File: src/rtl/imem_boot_loader.sv
// Instruction-memory boot loader: packs a byte stream big-endian into words,
// writes them from word 0 upward and holds the CPU stalled until the load finishes.
module imem_boot_loader #(
  parameter int DWIDTH = 32,
  parameter int AWIDTH = 5
) (
  input  logic              clk,
  input  logic              rst_n,
  input  logic              start,
  input  logic              ld_valid,
  input  logic [7:0]        ld_byte,
  input  logic              ld_last,
  output logic              ld_ready,
  output logic              mem_we,
  output logic [AWIDTH-1:0] mem_waddr,
  output logic [DWIDTH-1:0] mem_wdata,
  output logic              cpu_stall,
  output logic              done,
  output logic              err,
  output logic [AWIDTH:0]   word_cnt
);

  localparam int LANES = DWIDTH / 8;
  localparam logic [AWIDTH:0] LAST_WORD = (AWIDTH+1)'((1 << AWIDTH) - 1);

  typedef enum logic [1:0] {
    IDLE  = 2'd0,
    LOAD  = 2'd1,
    FLUSH = 2'd2,
    RUN   = 2'd3
  } state_t;

  state_t            state;
  logic [1:0]        byte_cnt;
  logic [DWIDTH-1:0] pack;
  logic [DWIDTH-1:0] next_word;
  logic              xfer;

  assign xfer = ld_valid && ld_ready;

  // Lanes below the current byte are kept, the current lane takes the new
  // byte and lanes above it read as zero, so a short last word comes out padded.
  always_comb begin
    next_word = '0;
    for (int l = 0; l < LANES; l++) begin
      if (l < int'(byte_cnt))
        next_word[DWIDTH-1-8*l -: 8] = pack[DWIDTH-1-8*l -: 8];
      else if (l == int'(byte_cnt))
        next_word[DWIDTH-1-8*l -: 8] = ld_byte;
    end
  end

  always_ff @(posedge clk or negedge rst_n) begin
    if (!rst_n) begin
      state     <= IDLE;
      byte_cnt  <= '0;
      pack      <= '0;
      ld_ready  <= 1'b0;
      mem_we    <= 1'b0;
      mem_waddr <= '0;
      mem_wdata <= '0;
      cpu_stall <= 1'b1;
      done      <= 1'b0;
      err       <= 1'b0;
      word_cnt  <= '0;
    end else begin
      mem_we <= 1'b0;
      done   <= 1'b0;
      case (state)
        IDLE, RUN: begin
          if (start) begin
            state     <= LOAD;
            ld_ready  <= 1'b1;
            cpu_stall <= 1'b1;
            byte_cnt  <= '0;
            word_cnt  <= '0;
            err       <= 1'b0;
          end
        end
        LOAD: begin
          if (xfer) begin
            pack     <= next_word;
            byte_cnt <= byte_cnt + 2'd1;
            if (byte_cnt == 2'd3 || ld_last) begin
              mem_we    <= 1'b1;
              mem_waddr <= word_cnt[AWIDTH-1:0];
              mem_wdata <= next_word;
              word_cnt  <= word_cnt + 1'b1;
              byte_cnt  <= '0;
            end
            // A final byte mid-word or a full memory both end the load with an error.
            if (ld_last) begin
              if (byte_cnt != 2'd3)
                err <= 1'b1;
              state    <= FLUSH;
              ld_ready <= 1'b0;
            end else if (byte_cnt == 2'd3 && word_cnt == LAST_WORD) begin
              err      <= 1'b1;
              state    <= FLUSH;
              ld_ready <= 1'b0;
            end
          end
        end
        FLUSH: begin
          state     <= RUN;
          cpu_stall <= 1'b0;
          done      <= 1'b1;
        end
        default: state <= IDLE;
      endcase
    end
  end

endmodule

File: config.mk
export PLATFORM = sky130hd
export DESIGN_NAME = imem_boot_loader
export DESIGN_NICKNAME = d
export VERILOG_FILES = /design/src/rtl/imem_boot_loader.sv
export SDC_FILE = /design/constraint.sdc
export NUM_CORES = 1
export LEC_CHECK = 0
export CAP_MARGIN = 15
export CORE_MARGIN = 2
export CORE_UTILIZATION = 30
export CTS_BUF_LIST = sky130_fd_sc_hd__clkbuf_2 sky130_fd_sc_hd__clkbuf_4 sky130_fd_sc_hd__clkbuf_8
export CTS_CLUSTER_SIZE = 8
export DETAILED_ROUTE_END_ITERATION = 8
export PLACE_DENSITY = 0.48
export SLEW_MARGIN = 10
export SYNTH_ARGS = -nofsm -noshare
export SYNTH_HDL_FRONTEND = slang
export SYNTH_SLANG_ARGS = --single-unit
File: constraint.sdc
create_clock -name clk -period 4.8 [get_ports clk]
set_input_delay 0.72 -clock clk [delete_from_list [all_inputs] [get_ports clk]]
set_output_delay 0.72 -clock clk [all_outputs]
set_load 0.01 [all_outputs]
Word-level counts from Yosys, hierarchy flattened --
Index checks and enable logic that the tools add are counted.
Cells by class: bitwise gates (word level) 0, add/subtract/negate cells 2, eq/ne operators 14, reduce and logical (&&, ||, !) cells 16, multipliers 0, divide/modulo/power cells 0, shift operators 0, mux-type cells 36, magnitude comparators 3
Operator list (count):
- 2-to-1 mux 8 bit | 7
- 2-to-1 mux 6 bit | 3
- 2-to-1 mux 2 bit | 7
- 2-to-1 mux 1 bit | 13
- one-hot mux 6 bit (2 select lines) | 1
- AND reduction 3 bit | 3
- != test 2 bit, second input constant | 4
- AND reduction 4 bit | 2
- adder 6 x 1 -> 6 bit, second input constant | 1
- equality test 2 bit, second input constant | 3
- equality test 6 x 5 -> 1 bit, second input constant | 1
- != test 3 bit, second input constant | 2
- one-hot mux 1 bit (2 select lines) | 3
- one-hot mux 2 bit (3 select lines) | 1
- AND reduction 5 bit | 1
- equality test 2 bit, first input constant | 2
- zero test 2 bit | 2
- less-than comparator 1 x 2 -> 1 bit, first input constant | 2
- one-hot mux 2 bit (2 select lines) | 1
- AND reduction 2 bit | 2
- nonzero test 2 bit | 2
- adder 2 x 1 -> 2 bit, second input constant | 1
- equality test 1 x 2 -> 1 bit, first input constant | 1
- equality test 2 x 1 -> 1 bit, second input constant | 1
- other kinds (4) | 5
Storage, ports and cells: bits in registers 84, bits in writable memories 0, memories kept 0, bits in latches 0, ROM bits 0, input port bits 13

Logic depth before layout (Yosys ltp) --
Gate-level depths: netlist (run 1).
depth after elaboration 6, mapped depth 9

Least setup slack after synthesis (run 1) --
OpenSTA, ideal clock, no wires.
path type register to register, start register state[0], end register word_cnt[3], stages on the path, launching flop included 7, slack 3.119 ns, setup time 0.124 ns, clock period less this slack 1.681 ns, arrival 1.557 ns, cells stage by stage dfrtp_1 -> inv_1 -> ha_1 -> mux2_4 -> nand2_4 -> and4bb_1 -> a211o_1
Between the ends: word-level cells in the longest chain between the ends 4
Ends and longest elaborated chain:
- start: declaration | RTL line 33 | state_t state;
- start signal: assignment | RTL line 55 | state <= IDLE;
- start signal: assignment | RTL line 72 | state <= LOAD;
- start signal: assignment | RTL line 95 | state <= FLUSH;
- equality test 2 bit / zero test 2 bit (equally long branches) | RTL line 69 | case (state)
- OR reduction 2 bit | RTL line 69
- != test 2 bit (no line) / nonzero test 2 bit (equally long branches)
- AND reduction 4 bit (no line)
- end signal: assignment | RTL line 88 | word_cnt <= word_cnt + 1'b1;
- end: declaration | RTL line 20 | output logic [AWIDTH:0] word_cnt
Several ways; a longest one is shown, not always the timed one. A chain may end at the register's enable or synchronous reset.

Final worst setup path (run 1) --
start register state[1], end register mem_wdata[0]
Between the ends: word-level cells in the longest chain between the ends 2
Ends and longest elaborated chain:
- equality test 2 x 1 -> 1 bit | RTL line 69
- AND reduction 3 bit (no line)
- end signal: assignment | RTL line 87 | mem_wdata <= next_word;
- end: declaration | RTL line 16 | output logic [DWIDTH-1:0] mem_wdata,
No other way between the ends.

==> run summary, run 1 <==
status: completed
crit-path cells: inv_1 > ha_1 > and3_1 > o21ai_4 > buf_4 > a22o_1
Top FF cell, synth: dfrtp_1
Worst-Margin Slew: 964 ps
Final period util: 50.9%
# DRC: 0
I/O Buffers: 60
initial antenna violation count: 0
Reg clk slew, reported paths: 80 ps
RSZ-0062 raised after global routing: no
clock buffer depth: 2
post-synth top area cell: dfrtp_1
die area: 12200 sq um
Yosys warnings: 0
PD cells: 556 nW/um^2
MaxCap Viol Count: 0
total number of vias: 2502
slowest stage delay, CP: 560 ps
Setup Crit Path Kind: flop to flop
Area contributors post-synth: dfrtp_1, nand2_1, o21ai_0
wire per inst: 14.0 microns
Seq/Total Area, Yosys: 56.1%
pin count of the biggest net entering global routing: 77
fin util: 39.4%
Post-synth ARST share: 100%
Initial Util: 31.0%
Synth Cell Area: 3390 sq um
I/O Pins: 61
global-route wire length before repair: 12500 microns
height of the die: 110 microns
final-report max-slew violation count: 0
dpl cells: 522
final non-filler cell total: 538
Hold Path Class: flop to flop
most numerous cell in the Yosys netlist: nand2_1
Clk Latency, worst-skew pair: 350 ps
ANT nets after route: 0
Max Clock Freq: 0.409 GHz
multi-input logic area: 1360 sq um
share of post-route cells with drive strength above 1: 8.54%
overall power: 2.40 mW
vias in the first global route: 2413
H-tree levels: 3
Max rail drop VDD: 0.356 mV
Area growth syn-to-layout: 27.0%
P_leak: 1.97 nW
Worst setup SP type: flop
syn nets: 363
number of diodes: 0
worst-path fanout max: 36
Filler Cell Count: 1130
hpwl dp: 5130 microns
DR iter-0 viols: 101
DRT Wirelength: 7530 microns
worst clock skew: 15.2 ps
buffer and inverter count on the worst path: 2
Worst path top cell family by delay: adder cells
Final min period: 2440 ps
post-CTS sizing: 0
row count: 38
setup_tns: 0 ps
Slew headroom: 35.7%
slowest CP cell: ha_1
final net count: 415
average size of a mapped cell: 9.95 sq um
Final Hold Viols: 0
grt ovf: 0
WP data arrival: 2670 ps
endpoints failing setup: 0
area share of the leading cell type in the synthesized netlist: 55.3%
hold_buf cts: 0
Commonest cells post-synth: nand2_1, dfrtp_1, o21ai_0, nor2_1, a21oi_1
core area: 10900 sq um
Synth Instances: 341
Post-synth EDFFs: 0
FF+latch count, synth: 76
FF+latch area: 1900 sq um
WP data required: 5030 ps
TritonCTS Buffers: 9
gr usage total: 13.4%
post-CTS setup buffers: 0
Die X-Extent: 110 microns
gp weighted congestion: 0.731
TritonCTS clock tree: built
critical path capture point type: flop
count of cell types in the netlist: 39
clock sink count: 76
vias per inst: 4.65
CTS root buffer: clkbuf_8
Pre-antenna DRT Iters: 4
## registers in the layout (all words and copies together) (netlist names), 2 cells and up
signal,flops
mem_waddr,5
state,2
word_cnt,6
pack,24
mem_wdata,32
byte_cnt,2
## stage by stage
stage | instance area (sq um) | hold WS [ps] | setup slack, ps
6_report | 4310 | 480 | 2360
5_1_grt | 4310 | 508 | 2170
4_1_cts | 4310 | 490 | 2330
3_5_place_dp | 4080 | 470 | 2260
3_3_place_gp | 4080 | 463 | 2240
2_1_floorplan | 3390 | 424 | 3120
## cell type report
cell class                 instances  area share [%]
clock buffer                       9            2.87
sequential                        76            44.2
inverter                          10           0.871
timing repair buffer              61            14.1
multi-input combinational        235            31.5
tap                              140            4.07
clock inverter                     7            2.47
## placed cells by master (no fill, tap or decap), types with 6 or more instances in the layout
master and count:
nand3_1 6, inv_1 10, a22o_1 11, nand2_1 82, ha_1 9, mux2_2 8, dfrtp_1 75, nor2_1 18
clkbuf_8 9, mux2i_1 12, clkdlybuf4s50_1 59, o21ai_0 49, a21oi_1 17
## worst paths after layout
path	from	end	slack (ps)	cells past startpoint
worst max-delay path	state[1]	mem_wdata[0]	2360	6
worst min-delay path	mem_wdata[10]	mem_wdata[10]	480	2
worst max register to register	state[1]	mem_wdata[0]	2360	6
worst min register to register	mem_wdata[10]	mem_wdata[10]	480	2
max in group asynchronous	rst_n	pack[22]	3660	1
min in group asynchronous	rst_n	mem_wdata[29]	490	1
## per-layer routing
| metal | GRT usage [%] | vias up | part of all wire (%) |
|---|---|---|---|
| met5 | 0 | - | 0 |
| met4 | 3.48 | 0 | 1.0 |
| met3 | 3.82 | 9 | 4.9 |
| met2 | 20.9 | 53 | 45 |
| met1 | 18.5 | 1181 | 49 |
| li1 | - | 1259 | - |
## where the power goes
part           internal (mW)  switching, mW  leakage, nW
Clock                  0.302          0.258        0.116
Sequential             0.845          0.129         1.01
Combinational          0.430          0.433        0.840
## tightest hold or removal path: stages, from the launching register on
cell and delay, ps:
dfrtp_1 350, nand2_1 40, o21ai_0 60
## logic make-up after synthesis
family / Yosys count / synth area share [%]
adders and majority gates: 9 / 3.32
buffers and inverters: 30 / 4.09
DFF: 76 / 56.1
muxes: 21 / 6.64
and+or+nand+nor: 116 / 14.2
AOI/OAI and AO/OA: 89 / 15.6
No activity file was read; power rests on OpenSTA's default activity.
==> run 2: changes to the inputs <==
- PLACE_DENSITY: 0.48 -> 0.49
- clock period: 4.8 -> 2.1 ns (I/O delays scaled with it)
==> run 2 against run 1 <==
  * Flip-flop and latch count stayed put
  * Final cell count rose by 0.93%
  * Maximum frequency increased by 31%
  * Register-to-register slack worse by 2100 ps
  * Sequential power up 130%
  * Combinational power up 140%
  * Count of clock-buffer cells in the layout is 1 higher
==> run summary, run 2 (synthesis gave the netlist of run 1 again) <==
Max Clock Freq: 0.534 GHz (+31%)
gp weighted congestion: 0.753 (+3.0%)
Initial Util: 31.0% (unchanged)
share of post-route cells with drive strength above 1: 9.43% (+0.89 points)
max FFs per register: 32 (unchanged)
CTS root buffer: clkbuf_8
buffer and inverter count on the worst path: 1 (-1)
I/O Buffers: 60 (unchanged)
hold_buf cts: 1 (+1)
global-route wire length before repair: 12900 microns (+3.5%)
logic gate share of total power: 37.5% (+1.5 points)
setup slack at placement: 179 ps (-2080 ps)
Clk pwr share: 22.0% (-1.3 points)
Pre-antenna DRT Iters: 4 (unchanged)
PD cells: 1250 nW/um^2 (+120%)
GR peak layer: met2
Final Hold Viols: 0 (unchanged)
post-CTS setup buffers: 0 (unchanged)
Int Pwr: 3.63 mW (+130%)
die area: 12200 sq um (unchanged)
crit-path cells: inv_1 > ha_1 > mux2_4 > nand2_4 > and4bb_1 > a211o_1
# DRC: 0 (unchanged)
most frequent cells in the layout: nand2_1, dfrtp_1, clkdlybuf4s50_1
initial antenna violation count: 0 (unchanged)
DR iter-0 viols: 109 (+7.9%)
Worst setup SP type: flop
row count: 38 (unchanged)
R2R cell count: 6 (unchanged)
worst-path fanout max: 16 (-56%)
Sw Pwr: 1.81 mW (+120%)
final setup margin: 229 ps (-2130 ps)
gr usage total: 14.0% (+0.52 points)
Final period util: 89.1% (+38 points)
pin count of the biggest net entering global routing: 63 (-18%)
TritonCTS clock tree: built
Slew headroom: 64.4% (+29 points)
Hold Path Class: input port to async pin
critical path capture point type: flop
clock buffer depth: 2 (unchanged)
reg2reg end: word_cnt[3]
endpoints failing setup: 0 (unchanged)
TritonCTS Buffers: 9 (unchanged)
met2 Use GR: 20.4% (-0.48 points)
P_leak: 2.00 nW (+1.5%)
clock sink count: 76 (unchanged)
post-CTS sizing: 0 (unchanged)
Area growth syn-to-layout: 28.6%
RSZ-0062 raised after global routing: no
vias in the first global route: 2459 (+1.9%)
I/O Pins: 61 (unchanged)
MaxCap Viol Count: 0 (unchanged)
Reg clk slew, reported paths: 80 ps (about the same)
WP data arrival: 2110 ps (-560 ps)
height of the die: 110 microns (unchanged)
Clk Latency, worst-skew pair: 350 ps (about the same)
total number of vias: 2510 (+0.32%)
status: completed
most flop-heavy register: mem_wdata
Worst path top cell family by delay: simple AND/OR/NAND/NOR gates
number of diodes: 0 (unchanged)
commonest non-fill, non-tap cell in the layout: nand2_1
setup_tns: 0 ps (unchanged)
Die X-Extent: 110 microns (unchanged)
H-tree levels: 3 (unchanged)
top flop regs: mem_wdata: 32 flops, pack: 24 flops, word_cnt: 6 flops
slowest CP cell: dfrtp_1
met1 Usage GRT: 19.8% (+1.3 points)
Setup Crit Path Kind: flop to flop
ANT nets after route: 0 (unchanged)
wire per inst: 13.8 microns (-1.3%)
worst reg2reg startpoint: state[0]
WP data required: 2330 ps (-2700 ps)
sequential power share: 40.5% (-0.2 points)
core area: 10900 sq um (unchanged)
slowest stage delay, CP: 380 ps (-180 ps)
met3 usage: 4.23% (+0.41 points)
Filler Cell Count: 1125 (-0.44%)
vias per inst: 4.62 (-0.60%)
Sw Ratio: 33.4% (-0.86 points)
Max rail drop VDD: 0.516 mV (+45%)
final net count: 421 (+1.4%)
r2r setup slk: 230 ps (-2130 ps)
DRT Wirelength: 7500 microns (-0.40%)
grt ovf: 0 (unchanged)
worst clock skew: 7.37 ps (-7.81 ps)
Worst-Margin Slew: 533 ps (-431 ps)
Final min period: 1870 ps (-572 ps)
hpwl dp: 5230 microns (+2.0%)
final-report max-slew violation count: 0 (unchanged)
==> run 2: changes by cell type in the layout (fill, tap and decap cells not counted) <==
cell,delta
clkbuf_4,+1
clkinv_2,+2
clkinvlp_4,+1
clkinv_4,-2
buf_4,+3
buf_12,+2
inv_8,-1
dlygate4sd3_1,+1
inv_6,-2
==> run 2: worst reg2reg max path: stages (launching register included) <==
cell and delay (ps):
dfrtp_1 380, inv_1 70, ha_1 350, mux2_4 340
nand2_4 170, and4bb_1 240, a211o_1 220
==> run 2: worst max-delay path by stage <==
stage / startpoint / cells past startpoint / endpoint
after detailed placement: ld_valid / 5 / pack[23]
after floorplan: state[0] / 6 / word_cnt[3]
after CTS: state[0] / 6 / word_cnt[3]
after global placement: ld_last / 5 / word_cnt[3]
final: state[0] / 6 / word_cnt[3]
after global routing: state[1] / 5 / pack[23]
==> run 2: power by group through the flow <==
stage	combinational (mW)	sequential (mW)	clock [mW]
final	2.04	2.20	1.20
after global routing	2.31	2.27	1.31
after floorplan	1.09	2.32	0
after CTS	2.08	2.21	1.25
after global placement	2.05	2.23	0
after detailed placement	2.08	2.24	0
==> run 2: final cells by class <==
| cell class | count | area (sq um) | share of cell area [%] |
|---|---|---|---|
| repair buffers | 67 | 678 | 15.6 |
| multi-input cells | 235 | 1360 | 31.1 |
| well taps | 140 | 175 | 4.02 |
| inverters | 10 | 37.5 | 0.861 |
| clock buffers | 10 | 131 | 3.01 |
| flip-flops and latches | 76 | 1900 | 43.6 |
| clock inverters | 5 | 77.6 | 1.78 |
==> run 2: metrics by stage <==
stage / utilization [%] / power, mW / hold WS (ps) / area [sq um] / cells
after floorplan: - / 3.41 / 19.4 / 3390 / 341
after global placement: 37.9 / 4.28 / 342 / 4140 / 527
after detailed placement: 37.9 / 4.31 / 348 / 4140 / 527
after CTS: 39.9 / 5.54 / 488 / 4360 / 543
after global routing: 39.9 / 5.89 / 506 / 4360 / 543
final: 39.9 / 5.44 / 479 / 4360 / 543
==> run 2: per-layer routing <==
layer | share of wire [%] | vias up
li1 | - | 1270
met1 | 49 | 1173
met2 | 44 | 56
met3 | 4.6 | 11
met4 | 1.8 | 0
met5 | 0 | -
==> run 3: changes to the inputs <==
- CORE_UTILIZATION: 30 -> 49
- CTS_CLUSTER_DIAMETER: not set -> 100
- PLACE_DENSITY: 0.49 -> 0.75
==> run 3 against run 2 <==
  * Final cell count down 11%
  * Register-to-register slack gained 30 ps
  * First-iteration DRC count is 23% higher
  * Critical path type unchanged
  * Largest power group unchanged
==> run summary, run 3 (synthesis gave the netlist of run 1 again) <==
# DRC: 0 (unchanged)
Max Clock Freq: 0.542 GHz (+1.4%)
final net count: 421 (unchanged)
Die X-Extent: 87.2 microns (-21%)
Filler Cell Count: 573 (-49%)
status: completed
initial antenna violation count: 0 (unchanged)
WP data arrival: 2060 ps (-50 ps)
slowest CP cell: dfrtp_1
hold_buf cts: 1 (unchanged)
Pre-antenna DRT Iters: 4 (unchanged)
max FFs per register: 32 (unchanged)
Initial Util: 50.2% (+19 points)
I/O Pins: 61 (unchanged)
FF+latch area: 1900 sq um (unchanged)
top flop regs: mem_wdata: 32 flops, pack: 24 flops, word_cnt: 6 flops
number of diodes: 0 (unchanged)
TritonCTS Buffers: 9 (unchanged)
H-tree levels: 3 (unchanged)
TritonCTS clock tree: built
Hold WS: 463 ps (-16.5 ps)
Area growth syn-to-layout: 26.7%
Clk Latency, worst-skew pair: 350 ps (about the same)
critical path capture point type: flop
MaxCap Viol Count: 0 (unchanged)
vias in the first global route: 2509 (+2.0%)
P_leak: 2.00 nW (about the same)
DR iter-0 viols: 134 (+23%)
cell area after layout: 4300 sq um (-1.5%)
final-report max-slew violation count: 0 (unchanged)
most flop-heavy register: mem_wdata
placed cell areas: 4070 sq um (-1.8%)
setup_tns: 0 ps (unchanged)
multi-input logic area: 1360 sq um (unchanged)
global-route wire length before repair: 11800 microns (-8.4%)
gp weighted congestion: 0.803 (+6.8%)
ANT nets after route: 0 (unchanged)
Setup Crit Path Kind: flop to flop
worst clock skew: 6.38 ps (-0.995 ps)
Final period util: 87.9% (-1.2 points)
gr usage total: 20.4% (+6.5 points)
WP data required: 2310 ps (-20 ps)
hpwl dp: 4920 microns (-6.0%)
Final min period: 1850 ps (-25.8 ps)
die area: 7600 sq um (-38%)
CTS root buffer: clkbuf_8
total number of vias: 2585 (+3.0%)
Max rail drop VDD: 0.819 mV (+59%)
clock sink count: 76 (unchanged)
Worst path top cell family by delay: simple AND/OR/NAND/NOR gates
PD cells: 1270 nW/um^2 (+2.1%)
pin count of the biggest net entering global routing: 63 (unchanged)
DRT Wirelength: 7120 microns (-5.1%)
grt ovf: 0 (unchanged)
buffer and inverter count on the worst path: 1 (unchanged)
wire per inst: 14.7 microns (+6.4%)
Worst-Margin Slew: 472 ps (-61.7 ps)
slowest stage delay, CP: 390 ps (about the same)
share of post-route cells with drive strength above 1: 9.65% (+0.22 points)
vias per inst: 5.34 (+16%)
Reg clk slew, reported paths: 80 ps (about the same)
RSZ-0062 raised after global routing: no
endpoints failing setup: 0 (unchanged)
Hold Path Class: input port to async pin
crit-path cells: inv_1 > ha_1 > and3_1 > nand2b_1 > nand2_1 > o21ai_0
Slew headroom: 68.6% (+4.1 points)
post-CTS setup buffers: 0 (unchanged)
I/O Buffers: 60 (unchanged)
worst-path fanout max: 16 (unchanged)
core area: 6760 sq um (-38%)
commonest non-fill, non-tap cell in the layout: nand2_1
Final Hold Viols: 0 (unchanged)
most frequent cells in the layout: nand2_1, dfrtp_1, clkdlybuf4s50_1
Worst setup SP type: flop
height of the die: 87.2 microns (-21%)
post-CTS sizing: 0 (unchanged)
clock buffer depth: 2 (unchanged)
row count: 30 (-21%)
==> run 3: changes by cell type in the layout (fill, tap and decap cells not counted) <==
cell / previous run / this run
clkinvlp_4: 1 / 2
clkinv_2: 2 / 1
clkinv_4: 0 / 1
==> run 3: per-layer routing <==
metal / share of wire (%) / routed length, microns / global-route usage, %
met5: 0 / 0 / 0
met4: 2.0 / 144 / 8.67
met3: 5.3 / 378 / 4.83
met2: 46 / 3290 / 31.9
met1: 46 / 3300 / 27.5
==> run 3: metrics by stage <==
step	power (mW)	setup WS, ps	util [%]	instances
2_1_floorplan	3.41	419	-	341
3_3_place_gp	4.22	291	60.2	467
3_5_place_dp	4.30	207	60.2	467
4_1_cts	5.53	215	63.6	484
5_1_grt	5.85	5.89	63.6	484
6_report	5.47	254	63.6	484
==> run 3: worst paths after layout <==
check / slack [ps] / cells after the start / startpoint / to
worst max register to register: 250 / 6 / state[1] / pack[10]
worst max-delay path: 250 / 6 / state[1] / pack[10]
min in group clk: 480 / 2 / mem_wdata[10] / mem_wdata[10]
max in group asynchronous: 1050 / 3 / rst_n / pack[22]
worst min-delay path: 460 / 2 / rst_n / mem_wdata[28]
worst min register to register: 480 / 2 / mem_wdata[10] / mem_wdata[10]
==> run 3: area by class of cell <==
type | count | share of cell area [%]
multi-input cells | 235 | 31.6
well taps | 80 | 2.33
inverters | 10 | 0.874
clock inverters | 6 | 2.07
repair buffers | 67 | 15.8
clock buffers | 10 | 3.06
flip-flops and latches | 76 | 44.3
==> run 3: power by group <==
| part | total, mW | switching, mW | internal [mW] |
|---|---|---|---|
| combinational | 2.04 | 1.02 | 1.02 |
| clock | 1.22 | 0.538 | 0.682 |
| sequential | 2.21 | 0.276 | 1.93 |
| total | 5.47 | 1.84 | 3.64 |
